===== src/rtl/init.sv =====
// -----------------------------------------------------------------------------
// init -- S-memory initialisation engine for the ARC4 decrypter datapath.
//
// On an accepted start request it writes the identity permutation S[i] = i
// into a 256 x 8 single-port RAM, one word per clock, addresses 0..255 in
// ascending order. It never reads the memory.
//
// Ports:
//   clk     in   1  system clock, rising edge active
//   rst_n   in   1  synchronous reset, active HIGH despite the name
//   en      in   1  start request, accepted on an edge where rdy = 1
//   rdy     out  1  1 = idle and able to accept en, 0 = fill in progress
//   addr    out  8  S-memory write address
//   wrdata  out  8  S-memory write data (always equal to addr while writing)
//   wren    out  1  S-memory write enable
// -----------------------------------------------------------------------------
module init (
  input  logic       clk,
  input  logic       rst_n,
  input  logic       en,
  output logic       rdy,
  output logic [7:0] addr,
  output logic [7:0] wrdata,
  output logic       wren
);

  typedef enum logic {
    IDLE = 1'b0,
    FILL = 1'b1
  } state_t;

  state_t     state_q, state_d;
  logic [7:0] i_q, i_d;

  // Next-state and counter logic.
  always_comb begin
    state_d = state_q;
    i_d     = i_q;
    case (state_q)
      IDLE: begin
        i_d = 8'd0;
        if (en) begin
          state_d = FILL;
        end else begin
          state_d = IDLE;
        end
      end
      FILL: begin
        // The counter wraps 255 -> 0 naturally; the last-write check looks at
        // the current value, so no ninth bit is needed.
        i_d = i_q + 8'd1;
        if (i_q == 8'hFF) begin
          // A request present on the final write edge chains straight into a
          // new fill so back-to-back fills have no idle gap.
          if (en) begin
            state_d = FILL;
          end else begin
            state_d = IDLE;
          end
        end else begin
          state_d = FILL;
        end
      end
      default: begin
        state_d = IDLE;
        i_d     = 8'd0;
      end
    endcase
  end

  // State and counter registers with synchronous active-high reset.
  always_ff @(posedge clk) begin
    if (rst_n) begin
      state_q <= IDLE;
      i_q     <= 8'd0;
    end else begin
      state_q <= state_d;
      i_q     <= i_d;
    end
  end

  // Moore output decode from registered state and counter only.
  always_comb begin
    rdy    = 1'b1;
    wren   = 1'b0;
    addr   = 8'd0;
    wrdata = 8'd0;
    case (state_q)
      IDLE: begin
        rdy    = 1'b1;
        wren   = 1'b0;
        addr   = 8'd0;
        wrdata = 8'd0;
      end
      FILL: begin
        rdy    = 1'b0;
        wren   = 1'b1;
        addr   = i_q;
        wrdata = i_q;
      end
      default: begin
        rdy    = 1'b1;
        wren   = 1'b0;
        addr   = 8'd0;
        wrdata = 8'd0;
      end
    endcase
  end

endmodule


===== config.mk =====
export PLATFORM = sky130hd
export DESIGN_NAME = init
export DESIGN_NICKNAME = d
export VERILOG_FILES = /design/src/rtl/init.sv
export SDC_FILE = /design/constraint.sdc
export NUM_CORES = 1
export LEC_CHECK = 0
export CORE_AREA = 3 3 40 42
export CTS_BUF_LIST = sky130_fd_sc_hd__clkbuf_16
export CTS_CLUSTER_SIZE = 30
export DETAILED_ROUTE_END_ITERATION = 10
export DIE_AREA = 0 0 43 45
export GPL_ROUTABILITY_DRIVEN = 0
export PLACE_DENSITY_LB_ADDON = 0.08
export SETUP_SLACK_MARGIN = 0.5
export SYNTH_ARGS = -nofsm -noshare
export SYNTH_HDL_FRONTEND = slang
export SYNTH_SLANG_ARGS = --single-unit

===== constraint.sdc =====
create_clock -name clk -period 1.4 [get_ports clk]
set_clock_uncertainty 0.05 [all_clocks]
set_input_delay 0.28 -clock clk [delete_from_list [all_inputs] [get_ports clk]]
set_output_delay 0.28 -clock clk [all_outputs]
set_load 0.02 [all_outputs]

* Word level (Yosys, flattened, before mapping)
Index checks and enable logic that the tools add are counted.
** Operators by class
- Add/sub/neg operators :: 1
- Muxes and demuxes :: 7
- Bitwise operators :: 1
- Equality and inequality tests :: 1
** Operators with widths (number)
- one-hot mux 8 bit (2 select lines) :: 2
- adder 8 x 1 -> 8 bit, second input constant :: 1
- equality test 8 bit, second input constant :: 1
- one-hot mux 1 bit (2 select lines) :: 3
- 2-to-1 mux 1 bit :: 2
- inverter 1 bit :: 1
** Storage, ports and cells
- Logic and storage cells :: 12
- Output and inout port bits :: 18
- Bits in registers :: 9
- Input port bits :: 3

* Longest topological paths before layout
- Depth after elaboration :: 3
- Gate-level depth with buffers :: 4
- Gate-level depth less buffers :: 4

* Least setup slack after synthesis
Ideal clock, no wire load.
- Path type :: flip-flop to output port
- Start :: register state_q
- End :: output wrdata[5]
- Data arrival time :: 1309 ps
- Path buffers :: 1
- Slack :: -239 ps
- Cell stages (with the launch flop) :: 4
- Data required time :: 1070 ps
- Cells stage by stage :: dfxtp_1 -> inv_1 -> nor2_1 -> buf_4
** Between the ends
- Longest elaborated chain between the ends :: 2
** Ends and longest elaborated chain
- start, declared :: line 32 : state_t state_q, state_d;
- start signal, assigned :: line 77 : state_q <= state_d;
- inverter 1 bit
- one-hot mux 8 bit (2 select lines) (*)
- end, declared :: line 23 : output logic [7:0] wrdata,
Every way passes the cells marked *; elsewhere a longest branch is shown, timed or not.

* Final worst setup path
- Start :: register state_q
- End :: output wrdata[7]
** Between the ends
- Longest elaborated chain between the ends :: 2
** Ends and longest elaborated chain
- inverter 1 bit
- one-hot mux 8 bit (2 select lines) (*) :: line 88 : case (state_q)
Marks and branches as above.

==> results.toml <==
[outcome]
status = "complete, no violations"

[placement]
place.port_buffers = 20
detailedPlacementHpwl_um = 875.2
numPlacedInstances = 96

[power_and_ir_drop]
static-leakage-power_nw = 0.4324
ir_worst_vdd_mv = 0.9169
p_per_area_mw_per_mm2 = 903.6
power_mw = 0.8468

[clock_network]
cts-root-buf = "sky130_fd_sc_hd__clkbuf_16"
h_tree_depth = 1
cts_made_buffers = 3
clockBufferDepth = 2
clock_sink_count = 9
clk-insertion-delay-late_ps = 240
cts_tree = "yes"
clk_transition_reported_paths_ps = 40

[worst_setup_path]
timing.rr.start = "i_q[1]"
largest_delay_share_family_worst_path = "flip-flops"
critical_path_arrival_ps = 960
cp-start-kind = "flip-flop"
critPathCapture = "wrdata[7]"
crit_fanout = 9
reg2reg_depth = 5
critical-path-max-stage-delay_ps = 360
setup.worst_path.class = "flip-flop to output port"
regToRegEndpoint = "i_q[6]"
worst_path_max_delay_cell = "sky130_fd_sc_hd__dfxtp_4"
number_of_buffers_and_inverters_on_the_critical_path = 1
critical_path_depth = 2
cp_cell_sequence = "and2_2 > buf_2"
worst_ep_required_time_ps = 1070
worst_setup_path_startpoint = "state_q"
setup.reg_to_reg.worst_slack_ps = 120
critical_path_endpoint_category = "output port"

[yosys]
average_footprint_of_a_synthesized_cell_sq_um = 8.232
netlist.area_leader.share_pct = 38.40
synth_seq_cells = 9
synth.top_cells.by_count = "sky130_fd_sc_hd__dfxtp_1, sky130_fd_sc_hd__buf_4, sky130_fd_sc_hd__nor2_1"
synthFlopType = "sky130_fd_sc_hd__dfxtp_1"
synthArstFlopShare_pct = 0
yosys_warnings = 0
combinational_family_with_the_most_area_after_synthesis = "simple AND/OR/NAND/NOR gates"
synth.most_common_cell = "sky130_fd_sc_hd__dfxtp_1"
post_synth_edffs = 0
postSynthCellCount = 57
ys_seq_area_share_pct = 38.40
synth_nets = 61
netlist_area_sq_um = 469.2
synth-adder-area-share_pct = 2.667
synth_largest_area_cell = "sky130_fd_sc_hd__dfxtp_1"
synthesized_area_fraction_occupied_by_ao_oa_aoi_and_oai_cells_pct = 8.533
xor_and_xnor_area_share_after_synthesis_pct = 5.600
synth.top_cells.by_area = "sky130_fd_sc_hd__dfxtp_1, sky130_fd_sc_hd__buf_4, sky130_fd_sc_hd__and2_1, sky130_fd_sc_hd__nor2_1, sky130_fd_sc_hd__a21oi_1"
synth_cell_types = 16
synth.area.mux_share_pct = 0
synth_simple_gate_area_share_pct = 28.80

[grt]
grt_antenna_before_repair = 0
first_global_vias = 491
grt_max_degree = 10
gr-usage-all-layers_pct = 15.54
global_route_wire_length_before_repair_um = 2166
grt-ovfl-total = 0

[route]
via_per_inst = 4.843
routed_wire_length_per_instance_um = 14.49
drt-pass1-iter-count = 4
drt_first_iter_violations = 8
vias = 523
totalWireLength_um = 1565
ant_nets = 0
drc = 0

[timing]
period_share_pct = 91.83
final_report_setup_violation_count = 0
max_clock_freq_ghz = 0.7779
final-max-slew-violation-count = 0
finalHoldViolCount = 0
tightestPinTransition_ps = 203.9
post-route-min-period_ps = 1286
setup_total_negative_slack_ps = 0
unrepaired_setup_endpoints_after_global_routing = "yes"
slew_headroom_pct = 86.26

[floorplan]
initial_utilization_pct = 36.51
floorplan.die_area_sq_mm = 0.001935
floorplan.core_area_sq_mm = 0.001285
floorplan_die_height_um = 45
dieWidth_um = 43
row_count = 13
io_pins = 21

[final_layout]
stdcell_count = 108
design.final.nets = 98
final_layout_size_suffix_gt1_share_pct = 73.12
syn2layout_area_growth_pct = 99.73
n_diodes = 0

[run]
max_cap_violations = 0

[worst_hold_path]
hold_path.class = "input port to flip-flop"
==> layer usage <==
metal / global-route usage [%] / part of all wire (%) / wire, um
met1: 18.98 / 38 / 602
met2: 23.65 / 53 / 837
met3: 5.578 / 6.6 / 103
met4: 9.036 / 1.4 / 22
met5: 0 / 0 / 0
==> worst min path at each step <==
stage	from	end	slack (ps)	cells past startpoint
2_1_floorplan	rst_n	state_q	290	1
3_3_place_gp	i_q[0]	i_q[0]	480	2
3_5_place_dp	i_q[0]	i_q[0]	480	2
4_1_cts	rst_n	state_q	400	3
5_1_grt	rst_n	state_q	410	3
6_report	rst_n	state_q	410	3
==> what timing repair did <==
| item | CTS | global route |
|---|---|---|
| endpoints found under the setup margin | 27 | 26 |
| resized for setup | 98 | 10 |
| hold buffers | 0 | 0 |
| setup buffers | 5 | 3 |
| pin swaps | 9 | 9 |
==> per-stage QoR <==
step	worst slack (ps)	cell area, sq um	hold WS (ps)	util, %
finish	114.4	937.1	413.3	72.93
detailed placement	-76.93	767.0	482.6	59.69
CTS	105.1	878.3	399.0	68.35
floorplan	258.2	521.8	289.4	-
global route	44.33	937.1	414.2	72.93
global placement	-60.54	767.0	480.7	59.69
==> report_power, final <==
part / switching, mW / internal [mW] / leakage (nW)
Combinational: 0.0340 / 0.0376 / 0.313
Sequential: 0.00623 / 0.261 / 0.0773
Clock: 0.134 / 0.374 / 0.0423
Total: 0.174 / 0.672 / 0.432
==> final cells by class <==
cell class	count	area, sq um
timing repair buffer	40	324.1
inverter	4	17.52
tap	15	18.77
multi-input combinational	36	302.8
sequential	9	195.2
fill	111	347.8
clock buffer	3	75.07
clock inverter	1	3.754
==> cell families after synthesis <==
family	count (synthesis)
simple gates	24
buf+inv	12
flops	9
compound gates	8
xor+xnor	3
fa+ha+maj	1
==> layout by cell type, fill, tap and decap left out, types with 2 or more instances in the layout <==
master,Yosys,routed
sky130_fd_sc_hd__dfxtp_2,0,6
sky130_fd_sc_hd__buf_6,0,8
sky130_fd_sc_hd__a21oi_1,4,3
sky130_fd_sc_hd__buf_2,0,4
sky130_fd_sc_hd__or3_1,3,3
sky130_fd_sc_hd__nand3_1,4,2
sky130_fd_sc_hd__dfxtp_4,0,2
sky130_fd_sc_hd__and2_2,1,6
sky130_fd_sc_hd__xnor2_2,0,2
sky130_fd_sc_hd__o21ai_0,4,3
sky130_fd_sc_hd__nor2_1,7,5
sky130_fd_sc_hd__inv_1,4,3
sky130_fd_sc_hd__clkbuf_16,0,3
sky130_fd_sc_hd__nor2_4,0,2
sky130_fd_sc_hd__buf_4,8,26
==> state kept, by name (all words and copies together) (netlist names) <==
name / count
i_q: 8
state_q: 1
==> worst min-delay path, stage by stage <==
cell and delay, ps:
sky130_fd_sc_hd__dlygate4sd2_1 230, sky130_fd_sc_hd__buf_4 120, sky130_fd_sc_hd__a21oi_1 30
(Power assumes the default switching activity.)
